**src/rtl/max_pool_2x2.sv**
```systemverilog
// Stride-2 2x2 pooling stage: tracks the raster position of each accepted pixel
// and emits one pooled byte per (odd row, odd col) window. `define POOL_AVG_EN for average pooling.
module max_pool_2x2 #(
  parameter int DATA_W   = 8,
  parameter int MAP_SIZE = 14
) (
  input  logic              clk,
  input  logic              rst_n,
  input  logic              clr,
  input  logic              en,
  input  logic [DATA_W-1:0] win_tl,
  input  logic [DATA_W-1:0] win_tr,
  input  logic [DATA_W-1:0] win_bl,
  input  logic [DATA_W-1:0] win_br,
  output logic [DATA_W-1:0] pool_data,
  output logic              pool_valid,
  output logic              map_done
);

  localparam int CNT_W  = (MAP_SIZE > 2) ? $clog2(MAP_SIZE) : 1;
  localparam int OUT_N  = (MAP_SIZE / 2) * (MAP_SIZE / 2);
  localparam int OCNT_W = (OUT_N > 1) ? $clog2(OUT_N) : 1;

  localparam logic [CNT_W-1:0]  POS_LAST = CNT_W'(MAP_SIZE - 1);
  localparam logic [OCNT_W-1:0] OUT_LAST = OCNT_W'(OUT_N - 1);

  logic [CNT_W-1:0]  col;
  logic [CNT_W-1:0]  row;
  logic [OCNT_W-1:0] ocnt;
  logic              samp;
  logic [DATA_W-1:0] pooled;

`ifdef POOL_AVG_EN
  logic [DATA_W+1:0] win_sum;

  always_comb begin
    win_sum = {2'b00, win_tl} + {2'b00, win_tr} + {2'b00, win_bl} + {2'b00, win_br};
    pooled  = win_sum[DATA_W+1:2];
  end
`else
  logic [DATA_W-1:0] max_top;
  logic [DATA_W-1:0] max_bot;

  // Two-level compare tree: row-wise maxima, then the larger of the two.
  always_comb begin
    max_top = (win_tl > win_tr) ? win_tl : win_tr;
    max_bot = (win_bl > win_br) ? win_bl : win_br;
    pooled  = (max_top > max_bot) ? max_top : max_bot;
  end
`endif

  // Raster position of the next pixel; the final pixel wraps back to (0,0).
  always_ff @(posedge clk or negedge rst_n) begin
    if (!rst_n) begin
      col <= '0;
      row <= '0;
    end else if (clr) begin
      col <= '0;
      row <= '0;
    end else if (en) begin
      if (col == POS_LAST) begin
        col <= '0;
        row <= (row == POS_LAST) ? '0 : row + CNT_W'(1);
      end else begin
        col <= col + CNT_W'(1);
      end
    end
  end

  // samp marks the cycle in which the window inputs hold a full odd/odd window.
  always_ff @(posedge clk or negedge rst_n) begin
    if (!rst_n) begin
      samp <= 1'b0;
    end else if (clr) begin
      samp <= 1'b0;
    end else begin
      samp <= en & row[0] & col[0];
    end
  end

  always_ff @(posedge clk or negedge rst_n) begin
    if (!rst_n) begin
      pool_data  <= '0;
      pool_valid <= 1'b0;
      map_done   <= 1'b0;
      ocnt       <= '0;
    end else if (clr) begin
      pool_valid <= 1'b0;
      map_done   <= 1'b0;
      ocnt       <= '0;
    end else begin
      pool_valid <= samp;
      map_done   <= samp && (ocnt == OUT_LAST);
      if (samp) begin
        pool_data <= pooled;
        ocnt      <= (ocnt == OUT_LAST) ? '0 : ocnt + OCNT_W'(1);
      end
    end
  end

endmodule

```
**config.mk**
```make
export PLATFORM = sky130hd
export DESIGN_NAME = max_pool_2x2
export DESIGN_NICKNAME = d
export VERILOG_FILES = /design/src/rtl/max_pool_2x2.sv
export SDC_FILE = /design/constraint.sdc
export NUM_CORES = 1
export LEC_CHECK = 0
export CORE_MARGIN = 4
export CORE_UTILIZATION = 55
export CTS_CLUSTER_SIZE = 30
export DETAILED_ROUTE_END_ITERATION = 16
export MAX_ROUTING_LAYER = met4
export PLACE_DENSITY_LB_ADDON = 0.25
export SLEW_MARGIN = 20
export SYNTH_ARGS = -nofsm -noshare
export SYNTH_HDL_FRONTEND = slang
export SYNTH_SLANG_ARGS = --single-unit
```
**constraint.sdc**
```tcl
create_clock -name clk -period 4.09 [get_ports clk]
set_input_delay 0.409 -clock clk [delete_from_list [all_inputs] [get_ports clk]]
set_output_delay 0.409 -clock clk [all_outputs]
set_load 0.05 [all_outputs]
```
# After elaboration in Yosys (flattened, before gate mapping)
# Index checks and enable logic that the tools add are counted.
[word_totals]
register_bits = 25
out_inout_bits = 10
in_bits = 36
elab_cells = 41
[op_classes]
bitwise_logic = 3
n_reduce_logical = 6
mux = 16
eq_ne = 3
add_sub_neg = 3
n_lt_le_gt_ge = 3
[op_table]
columns = ["op", "n"]
rows = [
  ["two-way mux 4 bit", 7],
  ["greater-than comparator 8 bit", 3],
  ["two-way mux 8 bit", 3],
  ["two-way mux 6 bit", 3],
  ["adder 4 x 1 -> 4 bit (second input constant)", 2],
  ["equality test 4 bit (second input constant)", 2],
  ["adder 6 x 1 -> 6 bit (second input constant)", 1],
  ["equality test 6 bit (second input constant)", 1],
  ["nonzero test 2 bit", 3],
  ["AND reduction 2 bit", 2],
  ["two-way mux 1 bit", 3],
  ["bitwise AND 1 bit", 2],
  ["logical AND 1 bit", 1],
  ["inverter 1 bit", 1],
]

# Depth between registers and ports, before layout
# Gate-level depths: netlist of run 1.
[logic_depth]
ltp_word = 5
mapped_depth = 15
depth_no_buf = 15

# Worst setup path after synthesis of run 1
# No wires, ideal clock.
[synth_path]
kind = "input-to-reg"
startpoint = "input port win_tr[1]"
endpoint = "register pool_data[0]"
setup_slack_ns = 0.980
arrival_ns = 3.023
stages = 15
n_path_buf = 1
setup_ns = 0.087
required_time_ns = 4.003
path_cell_list = "inv_1 ha_1 nor2b_1 o211a_1 o211a_4 buf_6 o21a_1 or2_1 ha_1 nor2b_1 o211ai_1 a211oi_1 nor2_1 nand2_1 o211ai_1"
[synth_via]
elab_chain_len = 4
[synth_rtl]
columns = ["element", "line_no", "text"]
rows = [
  ["start: declaration", "12", "input logic [DATA_W-1:0] win_tr,"],
  ["greater-than comparator 8 bit", "46", "max_top = (win_tl > win_tr) ? win_tl : win_tr;"],
  ["two-way mux 8 bit (*)", "46", ""],
  ["greater-than comparator 8 bit", "48", "pooled = (max_top > max_bot) ? max_top : max_bot;"],
  ["two-way mux 8 bit (*)", "48", ""],
  ["end signal: assignment", "95", "pool_data <= pooled;"],
  ["end: declaration", "15", "output logic [DATA_W-1:0] pool_data,"],
]
# Mark *: on every way between the ends. The rest lies on a longest branch, timed or not.
# A chain may end at the register's enable or synchronous reset.

# Worst setup path after layout of run 1
[layout_path]
startpoint = "input port win_tr[5]"
endpoint = "register pool_data[6]"
# Same word-level chain as after synthesis.

==> results of run 1 <==
-- metal layers --
metal  vias up  track usage (%)  wire length, um
li1        956                -                -
met2        47             28.7             1890
met1       871             28.0             2180
met4         0             2.60               14
met5         -                -                0
met3         2             3.33              268
-- registers in the layout, summed over array words and instances (netlist names) --
| register | cells |
|---|---|
| map_done | 1 |
| ocnt | 6 |
| row | 4 |
| samp | 1 |
| pool_valid | 1 |
| col | 4 |
| pool_data | 8 |
-- synth_stat cells, types with 2 or more instances --
library cell and instances:
dfrtp_1 25, a211oi_1 5, a21oi_1 14, nor2b_1 4
mux2i_1 9, nor3_1 10, o21ai_1 4, or2_1 4
nor2_1 18, nand4_1 8, nand3_1 4, ha_1 30
and3_1 2, o21bai_1 3, o211ai_1 7, o21a_1 6
buf_6 2, o41ai_1 4, clkbuf_1 2, o21ai_0 14
nand2_1 20, inv_1 24, a21o_1 2
-- logic make-up after synthesis --
logic type | after synthesis | synth area share (%)
and+or+nand+nor | 76 | 18.1
muxes | 9 | 4.34
AOI/OAI and AO/OA | 68 | 22.7
DFF | 25 | 30.1
buffers and inverters | 28 | 5.79
xor gates and xnor gates | 2 | 0.844
adders and majority gates | 30 | 18.1
-- layout make-up --
type                    count  area (um^2)
clock buffers               3         41.3
well taps                  48         60.1
flip-flops and latches     25          626
clock inverters             1         7.51
inverters                  24         90.1
repair buffers             45          445
multi-input cells         185         1330
fillers                   297         1060
-- critical path: cells and delay by family --
kind | cells | cell delay [ns]
adder cells (fa/ha/maj) | 2 | 0.60
AND/OR/NAND/NOR | 5 | 0.97
buffers and inverters | 2 | 0.55
AO/OA/AOI/OAI | 6 | 1.19
-- path summary, 6_finish.rpt --
kind / from / end / cells after the start
hold reg to reg: ocnt[5] / ocnt[5] / 1
hold / removal: rst_n / ocnt[3] / 1
max in group asynchronous: rst_n / pool_data[1] / 1
min in group clk: ocnt[5] / ocnt[5] / 1
setup / recovery: win_tr[5] / pool_data[6] / 15
setup reg to reg: col[0] / row[0] / 5
-- power by group --
part | total, W | switching (W) | internal [W]
Combinational | 0.000376 | 0.000220 | 0.000155
Clock | 0.000151 | 0.0000819 | 0.0000690
Sequential | 0.000299 | 0.0000213 | 0.000278
-- through the flow --
stage,cells,utilization (%),hold WS (ns),worst slack (ns)
floorplan,238,-,0.113,0.980
global placement,327,69.8,0.470,0.377
detailed placement,327,69.8,0.481,0.282
CTS,331,71.2,0.492,0.567
global route,331,71.0,0.150,0.243
finish,331,71.0,0.109,0.542
==> results.toml, run 1 <==
[run_status]
status = "finished, final reports clean"

[global_routing]
grt-ovfl-total = 0
grt_max_degree = 26
antenna_found_initial = 0
grt_pass1_vias = 1778
grt_util_all_layers_pct = 19.2
grt_first_pass_wirelength_um = 7750

[route]
wire_per_inst_um = 13.1
via_per_inst = 5.67
ant_nets = 0
drcViolationCount = 0
vias = 1876
initialDrtViolationCount = 109
first_pass_iters = 4
wirelength_um = 4350

[cells_and_area]
drive_gt1_share_pct = 4.59
final_cell_mix = "clkdlybuf4s50_1 (44), ha_1 (30), dfrtp_1 (25), inv_1 (24), nand2_1 (20)"
fin_nets = 350
syn_to_final_growth_pct = 25.3
final_common_cell = "clkdlybuf4s50_1"
n_antenna_cell = 0
fin_area_um2 = 2600

[power]
ir_drop_mv = 0.200
finalPower_w = 0.000826
p_leak_nw = 1.20
pwr_density_cell_nw_per_um2 = 318

[timing]
hold_viol = 0
setup_tns_ns = 0
worstMarginPinSlew_ns = 0.571
rsz0062_at_grt = "false"
finClkSkew_ns = 0.00742
relSlewSlack_pct = 62.0
slew_violations = 0
setup_viol = 0
fmax_mhz = 282
fin_crit_ns = 3.55
finalCritPeriodShare_pct = 86.7

[clock_network]
clock_latency_ns = 0.27
ctsHoldBuffers = 0
clock_path_buffers = 2
cts_resized = 0
cts_buffers = 3
clk_pin_slew_worst_paths_ns = 0.10
cts.sinks = 25
cts_tree = "done"
cts_root_buf = "clkbuf_8"
cts_setup_buffers = 0
htree_num_levels = 1

[floorplan]
core_um2 = 3660
rows = 22
initial_core_util_pct = 56.7
pin_count = 46
die_h_um = 69.4
die_w_um = 69.4
design.die.area_um2 = 4820

[placed_design]
dp_hpwl_um = 3620
placedInstanceArea_um2 = 2560
gp_congestion = 0.781
numPortBuffers = 45

[setup_path]
r2r_slack_ns = 2.29
cp_max_fo = 12
critPathKind = "in -> reg"
start_kind = "input port"
crit_chain = "clkdlybuf4s50_1 -> inv_1 -> ha_1 -> a211o_1 -> a21oi_4 -> nor2_2 -> o21a_1 -> or2_1 -> ha_1 -> nor2b_1 -> o211ai_1 -> a211oi_1 -> nor2_1 -> nand2_1 -> o211ai_1"
cpPeakStageDelay_ns = 0.50
cp.arrival_ns = 3.73
required_ns = 4.27
cp-end-kind = "register"
crit_slowest_cell = "clkdlybuf4s50_1"

[yosys]
synth_largest_area_cell = "dfrtp_1"
synth_flop_cell = "dfrtp_1"
synth_seq_area_share_pct = 30.1
synth-edff-count = 0
syn_avg_cell_area_um2 = 8.72
synthCells = 238
synth.distinct_cells = 40
syn-cell-area_um2 = 2080
synth_top_area_share_pct = 30.1
ys_warn_count = 0
ys_ff_latch = 25
ys_async_sr_fraction_pct = 100
syn_nets = 304
synthTopCellsByArea = "dfrtp_1 (30%), ha_1 (18%), mux2i_1 (4.3%)"

[job]
maxCapViolCount = 0

[hold_path]
hold_path.class = "in -> async"
(Power assumes the default switching activity.)
==> run 2: changes to the inputs <==
- SKIP_LAST_GASP: not set -> 1
==> results of run 2 <==
Final layout, timing and power as in run 1 (identical DEF).
